## src/rtl/mem_arb_pkg.sv

```systemverilog
// Shared definitions for the memory port arbiter: state encoding and port ids.
package mem_arb_pkg;

   localparam logic [1:0] ST_IDLE   = 2'd0;
   localparam logic [1:0] ST_ACCESS = 2'd1;
   localparam logic [1:0] ST_WAIT   = 2'd2;
   localparam logic [1:0] ST_RESP   = 2'd3;

   localparam logic PORT_CPU = 1'b0;
   localparam logic PORT_DBG = 1'b1;

   typedef enum logic [1:0] {
      S_IDLE   = ST_IDLE,
      S_ACCESS = ST_ACCESS,
      S_WAIT   = ST_WAIT,
      S_RESP   = ST_RESP
   } state_t;

endpackage

```

## src/rtl/rr_arbiter2.sv

```systemverilog
// Two-port winner select: debug lock gives port 1 strict priority, otherwise
// a tie goes to the port that did not win last time.
module rr_arbiter2
   import mem_arb_pkg::*;
(
   input  logic [1:0] valid,
   input  logic       lock,
   input  logic       last,
   output logic [1:0] gnt,
   output logic       gnt_id
);

   // Pick at most one winner from the currently valid requests
   always_comb begin
      gnt    = 2'b00;
      gnt_id = PORT_CPU;
      if (lock) begin
         if (valid[PORT_DBG]) begin
            gnt    = 2'b10;
            gnt_id = PORT_DBG;
         end
      end else if (valid == 2'b11) begin
         gnt_id = ~last;
         gnt    = last ? 2'b01 : 2'b10;
      end else if (valid[PORT_DBG]) begin
         gnt    = 2'b10;
         gnt_id = PORT_DBG;
      end else if (valid[PORT_CPU]) begin
         gnt    = 2'b01;
         gnt_id = PORT_CPU;
      end
   end

endmodule

```

## src/rtl/mem_port_arbiter.sv

```systemverilog
// Shares one unified memory between the CPU (port 0) and the debug loader
// (port 1). One transaction at a time: accept, access, wait out the read
// latency, respond, then one idle turnaround cycle.
module mem_port_arbiter
   import mem_arb_pkg::*;
#(
   parameter int ADDR_W  = 16,
   parameter int DATA_W  = 16,
   parameter int MEM_LAT = 1
) (
   input  logic                  clk,
   input  logic                  rst_n,
   input  logic [1:0]            req_valid,
   input  logic [1:0]            req_we,
   input  logic [2*ADDR_W-1:0]   req_addr,
   input  logic [2*DATA_W-1:0]   req_wdata,
   output logic [1:0]            req_ready,
   output logic [1:0]            rsp_valid,
   output logic [DATA_W-1:0]     rsp_rdata,
   input  logic                  dbg_lock,
   output logic                  mem_en,
   output logic                  mem_we,
   output logic [ADDR_W-1:0]     mem_addr,
   output logic [DATA_W-1:0]     mem_wdata,
   input  logic [DATA_W-1:0]     mem_rdata,
   output logic                  busy
);

   localparam int CNT_W = $clog2(MEM_LAT + 1);

   state_t              state;
   state_t              state_next;
   logic [CNT_W-1:0]    cnt;
   logic                rr_last;
   logic                we_lat;
   logic [ADDR_W-1:0]   addr_lat;
   logic [DATA_W-1:0]   wdata_lat;
   logic                port_lat;
   logic [DATA_W-1:0]   rdata_hold;
   logic [1:0]          gnt;
   logic                gnt_id;
   logic                accept;

   rr_arbiter2 u_arb (
      .valid  (req_valid),
      .lock   (dbg_lock),
      .last   (rr_last),
      .gnt    (gnt),
      .gnt_id (gnt_id)
   );

   assign accept = (state == S_IDLE) && (gnt != 2'b00);

   // Next-state logic for the single-transaction sequencer
   always_comb begin
      state_next = state;
      case (state)
         S_IDLE:   if (accept) state_next = S_ACCESS;
         S_ACCESS: state_next = (MEM_LAT > 1) ? S_WAIT : S_RESP;
         S_WAIT:   if (cnt == CNT_W'(1)) state_next = S_RESP;
         S_RESP:   state_next = S_IDLE;
         default:  state_next = S_IDLE;
      endcase
   end

   // State register; reset aborts any transaction in flight
   always_ff @(posedge clk or negedge rst_n) begin
      if (!rst_n) state <= S_IDLE;
      else        state <= state_next;
   end

   // Latency counter: loaded on the access, counts down to 1 in WAIT, never wraps
   always_ff @(posedge clk or negedge rst_n) begin
      if (!rst_n) begin
         cnt <= '0;
      end else if (state == S_ACCESS) begin
         cnt <= CNT_W'(MEM_LAT - 1);
      end else if (state == S_WAIT && cnt != CNT_W'(1)) begin
         cnt <= cnt - CNT_W'(1);
      end
   end

   // Request capture and round-robin history, updated only on accept
   always_ff @(posedge clk or negedge rst_n) begin
      if (!rst_n) begin
         rr_last   <= PORT_DBG;
         we_lat    <= 1'b0;
         addr_lat  <= '0;
         wdata_lat <= '0;
         port_lat  <= PORT_CPU;
      end else if (accept) begin
         rr_last   <= gnt_id;
         we_lat    <= req_we[gnt_id];
         addr_lat  <= req_addr[gnt_id*ADDR_W +: ADDR_W];
         wdata_lat <= req_wdata[gnt_id*DATA_W +: DATA_W];
         port_lat  <= gnt_id;
      end
   end

   // Hold the last response data after the completion strobe ends
   always_ff @(posedge clk or negedge rst_n) begin
      if (!rst_n)                rdata_hold <= '0;
      else if (state == S_RESP)  rdata_hold <= we_lat ? '0 : mem_rdata;
   end

   // Outputs: strobes decoded from state; ready gated so reset forces it low
   always_comb begin
      req_ready = (accept && rst_n) ? gnt : 2'b00;
      rsp_valid = 2'b00;
      rsp_rdata = rdata_hold;
      if (state == S_RESP) begin
         rsp_valid = port_lat ? 2'b10 : 2'b01;
         rsp_rdata = we_lat ? '0 : mem_rdata;
      end
      mem_en    = (state == S_ACCESS);
      mem_we    = we_lat;
      mem_addr  = addr_lat;
      mem_wdata = wdata_lat;
      busy      = (state != S_IDLE);
   end

endmodule

```

## config.mk

```make
export PLATFORM = sky130hd
export DESIGN_NAME = mem_port_arbiter
export DESIGN_NICKNAME = d
export VERILOG_FILES = /design/src/rtl/mem_arb_pkg.sv /design/src/rtl/rr_arbiter2.sv /design/src/rtl/mem_port_arbiter.sv
export SDC_FILE = /design/constraint.sdc
export NUM_CORES = 1
export LEC_CHECK = 0
export CAP_MARGIN = 20
export CORE_UTILIZATION = 43
export CTS_BUF_LIST = sky130_fd_sc_hd__clkbuf_4 sky130_fd_sc_hd__clkbuf_8
export DETAILED_ROUTE_END_ITERATION = 12
export GPL_TIMING_DRIVEN = 0
export PLACE_DENSITY = 0.91
export SLEW_MARGIN = 20
export SYNTH_ARGS = -nofsm -noshare
export SYNTH_HDL_FRONTEND = slang
export SYNTH_SLANG_ARGS = --single-unit
```

## constraint.sdc

```tcl
create_clock -name clk -period 1.7 [get_ports clk]
set_input_delay 0.34 -clock clk [delete_from_list [all_inputs] [get_ports clk]]
set_output_delay 0.34 -clock clk [all_outputs]
set_load 0.03 [all_outputs]
```

Yosys cells after proc, flatten, opt, wreduce, memory -nomap -nowiden
Index checks and enable logic that the tools add are counted.
{"block": "word_totals", "reg_bits": 54, "inputBits": 87, "out_inout_bits": 55, "elab_cells": 49}
{"block": "op_classes", "add_sub_neg": 1, "order_cmp": 1, "eq_ne": 6, "shifts": 2, "mux": 21, "bitwise_logic": 2, "n_reduce_logical": 8}
{"cell": "$shiftx A32 B6 Y16", "n": 2}
{"cell": "$mux W16", "n": 2}
{"cell": "$mux W2", "n": 10}
{"cell": "$mux W1", "n": 8}
{"cell": "$pmux W2 S4", "n": 1}
{"cell": "$eq A2 B2 Y1 const B", "n": 3}
{"cell": "$reduce_bool A2 Y1", "n": 3}
{"cell": "$ne A2 B2 Y1 const B", "n": 2}
{"cell": "$logic_and A1 B1 Y1", "n": 3}
{"cell": "$eq A2 B1 Y1 const B", "n": 1}
{"cell": "$logic_not A2 Y1", "n": 1}
{"cell": "$lt A1 B2 Y1 const B", "n": 1}
{"cell": "$not A1 Y1", "n": 2}
{"cell": "$reduce_and A2 Y1", "n": 1}
{"cell": "$sub A1 B1 Y1 const B", "n": 1}

Depth between registers and ports, before layout
{"block": "logic_depth", "word_depth": 8, "depth_mapped": 6}

Cells and area by module
A second synthesis with hierarchy kept.
{"block": "hier_totals", "hier_cells": 244, "area_unflattened_um2": 2444.8}
{"mod": "mem_port_arbiter", "n_inst": 1, "cells_each": 239, "area_per_inst_um2": 2413.6}
{"mod": "rr_arbiter2", "n_inst": 1, "cells_each": 5, "area_per_inst_um2": 31.3}

Least setup slack after synthesis
No wires, ideal clock.
{"block": "synth_timing", "path_kind": "reg2out", "start": "register state[0]", "end": "output port req_ready[0]", "t_arrival_ps": 1800, "required_time_ps": 1360, "slack_ps": -440, "path_stages_with_launch": 7, "n_path_buf": 2, "path_cell_list": "dfrtp_1 -> inv_1 -> ha_1 -> buf_2 -> buf_2 -> nand2_1 -> nor3_1"}
{"block": "synth_via", "elab_chain_len": 4}
{"item": "start: declaration", "line": "mem_port_arbiter.sv:31", "rtl": "state_t state;"}
{"item": "start signal: assignment", "line": "mem_port_arbiter.sv:69", "rtl": "else state <= state_next;"}
{"item": "$logic_not A2 Y1", "line": "mem_port_arbiter.sv:52", "rtl": "assign accept = (state == S_IDLE) && (gnt != 2'b00);"}
{"item": "$logic_and A1 B1 Y1", "line": "mem_port_arbiter.sv:52"}
{"item": "$logic_and A1 B1 Y1", "line": "mem_port_arbiter.sv:108", "rtl": "req_ready = (accept && rst_n) ? gnt : 2'b00;"}
{"item": "$mux W2", "line": "mem_port_arbiter.sv:108"}
{"item": "end: declaration", "line": "mem_port_arbiter.sv:17", "rtl": "output logic [1:0] req_ready,"}
No other way between the ends.

Final worst setup path
{"block": "layout_timing", "start": "register state[0]", "end": "output port rsp_rdata[12]"}
{"block": "layout_via", "elab_chain_len": 2}
{"item": "$eq A2 B2 Y1", "line": "mem_port_arbiter.sv:111", "rtl": "if (state == S_RESP) begin"}
{"item": "$mux W16", "line": "mem_port_arbiter.sv:111"}
{"item": "end: declaration", "line": "mem_port_arbiter.sv:19", "rtl": "output logic [DATA_W-1:0] rsp_rdata,"}
No other way between the ends.

==> flow_summary.yaml <==
sta:
  worstMarginPinSlew_ps: 764
  setup_slack_ps: -341
  clock.fmax_mhz: 490
  final-hold-violation-count: 0
  clock_skew_ps: 9.03
  finalCritPeriodShare_pct: 120
  setup-violations-final: 21
  rsz0062_at_grt: "yes"
  period_needed_ps: 2040
  slew_headroom_pct: 49.1
  slew_viol_final: 0
synth:
  synth-compound-area-share_pct: 33.7
  syn-cell-area_um2: 3140
  synthFlopType: "dfrtp_1"
  ys_types: 28
  synth_xor_area_share_pct: 0
  synth_area_leaders: "dfrtp_1, a22oi_2, o221a_1"
  yosysSeqAreaShare_pct: 43.0
  muxShareOfSynthArea_pct: 0.677
  synthArstFlopShare_pct: 100
  ys_ff_latch: 54
  yosys_warnings: 0
  synth-simple-area-share_pct: 7.92
  yosysTopAreaCell: "dfrtp_1"
  synth_top_family_by_area: "compound AO/OA/AOI/OAI gates"
  synth_fa_ha_area_share_pct: 1.59
  avgSynthCellArea_um2: 9.61
  syn_inst: 327
  synth_nets: 418
  synth-edff-count: 0
  yosys.area.top_type_share_pct: 42.2
global_routing:
  antenna_found_initial: 0
  grt_pass1_vias: 3314
  grtUsageTotal_pct: 27.5
  grt_max_degree: 56
  grt_pass1_wl_um: 16100
  grt_overflow_total: 0
detailed_routing:
  wl_met2_um: 6450
  via_count: 3431
  dr.pass1.iters: 4
  drtIter0Drc: 180
  wl_um: 12700
  wl_met1_um: 4740
  wl_met3_um: 945
  vias_per_cell: 5.61
  highest_layer: "met4"
  ant_nets: 0
  wl_per_cell_um: 20.7
  drc_errors: 0
worst_setup_path:
  arrival_ps: 1700
  crit_type: "reg2out"
  cp.required_ps: 1360
  start_kind: "register"
  crit_path_max_fanout: 5
  cp-end-kind: "output port"
  r2r_slack_ps: 0
clock_tree:
  htree_num_levels: 2
  cts-root-buf: "clkbuf_8"
  clockBufferDepth: 2
  clkSinkCount: 54
  cts.clk_slew.worst_paths_ps: 100
  numCtsBuffers: 5
  cts_tree: "done"
  clk_latency_ps: 320
run:
  cap_violations: 0
placed_design:
  gp_congestion: 0.770
  placed_cells: 563
  dpl.hpwl_um: 6850
  io_buffers: 140
cells_and_area:
  layout_commonest_cell: "clkdlybuf4s50_1"
  seq_area_um2: 1350
  antennaDiodeCount: 0
  final_cell_mix: "clkdlybuf4s50_1, dfrtp_1, inv_1"
  instances_no_fill: 612
  nFillCells: 381
  syn2layout_area_growth_pct: 77.3
  final_net_count: 606
  multi_input_area_um2: 1630
  drive_above_1_share_pct: 33.9
floorplan:
  ios: 142
  die_h_um: 87.5
  die-area_um2: 7660
  die_x_um: 87.5
  core_um2: 6940
  start_util_pct: 45.3
  rows: 30
power:
  comb_power_share_pct: 68.4
  ir_drop_v: 0.000940
  total_power_mw: 9.72
  power_frac_clock_pct: 8.1
  switching_power_mw: 4.36
  pwr_density_cell_nw_per_um2: 1750
  leakage_nw: 2.60
  power.internal_mw: 5.36
  seqPwrFrac_pct: 23.5
  switching_share_pct: 44.9
status:
  status: "complete, but fails checks"
  violations: "setup timing"
worst_hold_path:
  hp-class: "in2async"
[path summary, 6_finish.rpt]
path / start / end / depth (start not counted)
worst min-delay path: rst_n / mem_addr[10] / 1
min in group clk: req_valid[1] / mem_wdata[6] / 4
worst max register to register: state[0] / mem_addr[12] / 8
worst max-delay path: state[0] / rsp_rdata[12] / 6
worst min register to register: cnt / cnt / 2
max in group asynchronous: rst_n / state[1] / 1
[synthesized netlist by cell type, types with 3 or more instances]
master     n
o21ai_1   28
nand2_1   50
buf_2     13
ha_1       4
nor2_1     3
o21ai_0   20
inv_1     53
buf_4      6
a22oi_1    3
clkbuf_1   7
a22oi_2   30
buf_6      6
dfrtp_1   53
nor2b_1    3
o221a_1   33
[through the flow]
stage / TNS, ps / hold slack [ps] / util (%) / cell area (µm²) / setup slack [ps]
6_report: -5650 / 82.0 / 80.2 / 5570 / -341
3_5_place_dp: -18260 / 441 / 68.1 / 4730 / -889
5_1_grt: -6520 / 136 / 80.2 / 5570 / -377
4_1_cts: -4080 / 119 / 74.5 / 5170 / -241
3_3_place_gp: -94230 / 480 / 68.2 / 4730 / -2490
2_1_floorplan: -1350 / 44.4 / - / 3210 / -146
[layer usage]
metal / global-route usage [%] / vias to the layer above
li1: - / 1518
met1: 32.4 / 1696
met2: 50.8 / 170
met3: 5.40 / 47
met4: 7.45 / 0
met5: 0 / -
[power groups by stage]
stage	logic, mW	registers (mW)	clock network, mW
after floorplan	2.37	2.95	0
after global placement	4.87	2.21	0
after global routing	6.96	2.33	0.834
final	6.65	2.28	0.787
after CTS	5.67	2.22	0.776
after detailed placement	5.01	2.23	0
[cells by family after synthesis]
kind of cell               after synthesis
adders and majority gates                4
DFF                                     54
AOI/OAI and AO/OA                      119
buffers and inverters                   87
and+or+nand+nor                         61
muxes                                    2
[worst max-delay path: stages (launching register included)]
cell and delay, ps:
dfrtp_1 460, ha_4 180, nor2b_4 250, buf_6 170, nand2_2 60, o21ai_2 100, buf_6 170
[repair_timing]
action,in CTS,in global routing
pin swaps,13,6
resized for setup,218,62
cloned,1,4
setup buffers,25,13
setup endpoints to repair,30,66
hold buffers,0,0
[sequential cells by signal, indices dropped and copies added (netlist names)]
| signal | cells |
|---|---|
| mem_addr | 16 |
| mem_wdata | 16 |
| rdata_hold | 16 |
| state | 2 |
| cnt | 1 |
| mem_we | 1 |
| port_lat | 1 |
| rr_last | 1 |
[final cells by class]
type                            instances  area share [%]
Inverter                               54            3.64
Clock inverter                          2           0.225
Clock buffer                            6            1.48
Tap cell                               96            2.16
Timing Repair Buffer                  182            33.5
Multi-Input combinational cell        186            29.2
Buffer                                 32            5.48
Sequential cell                        54            24.3
(Power assumes the default switching activity.)
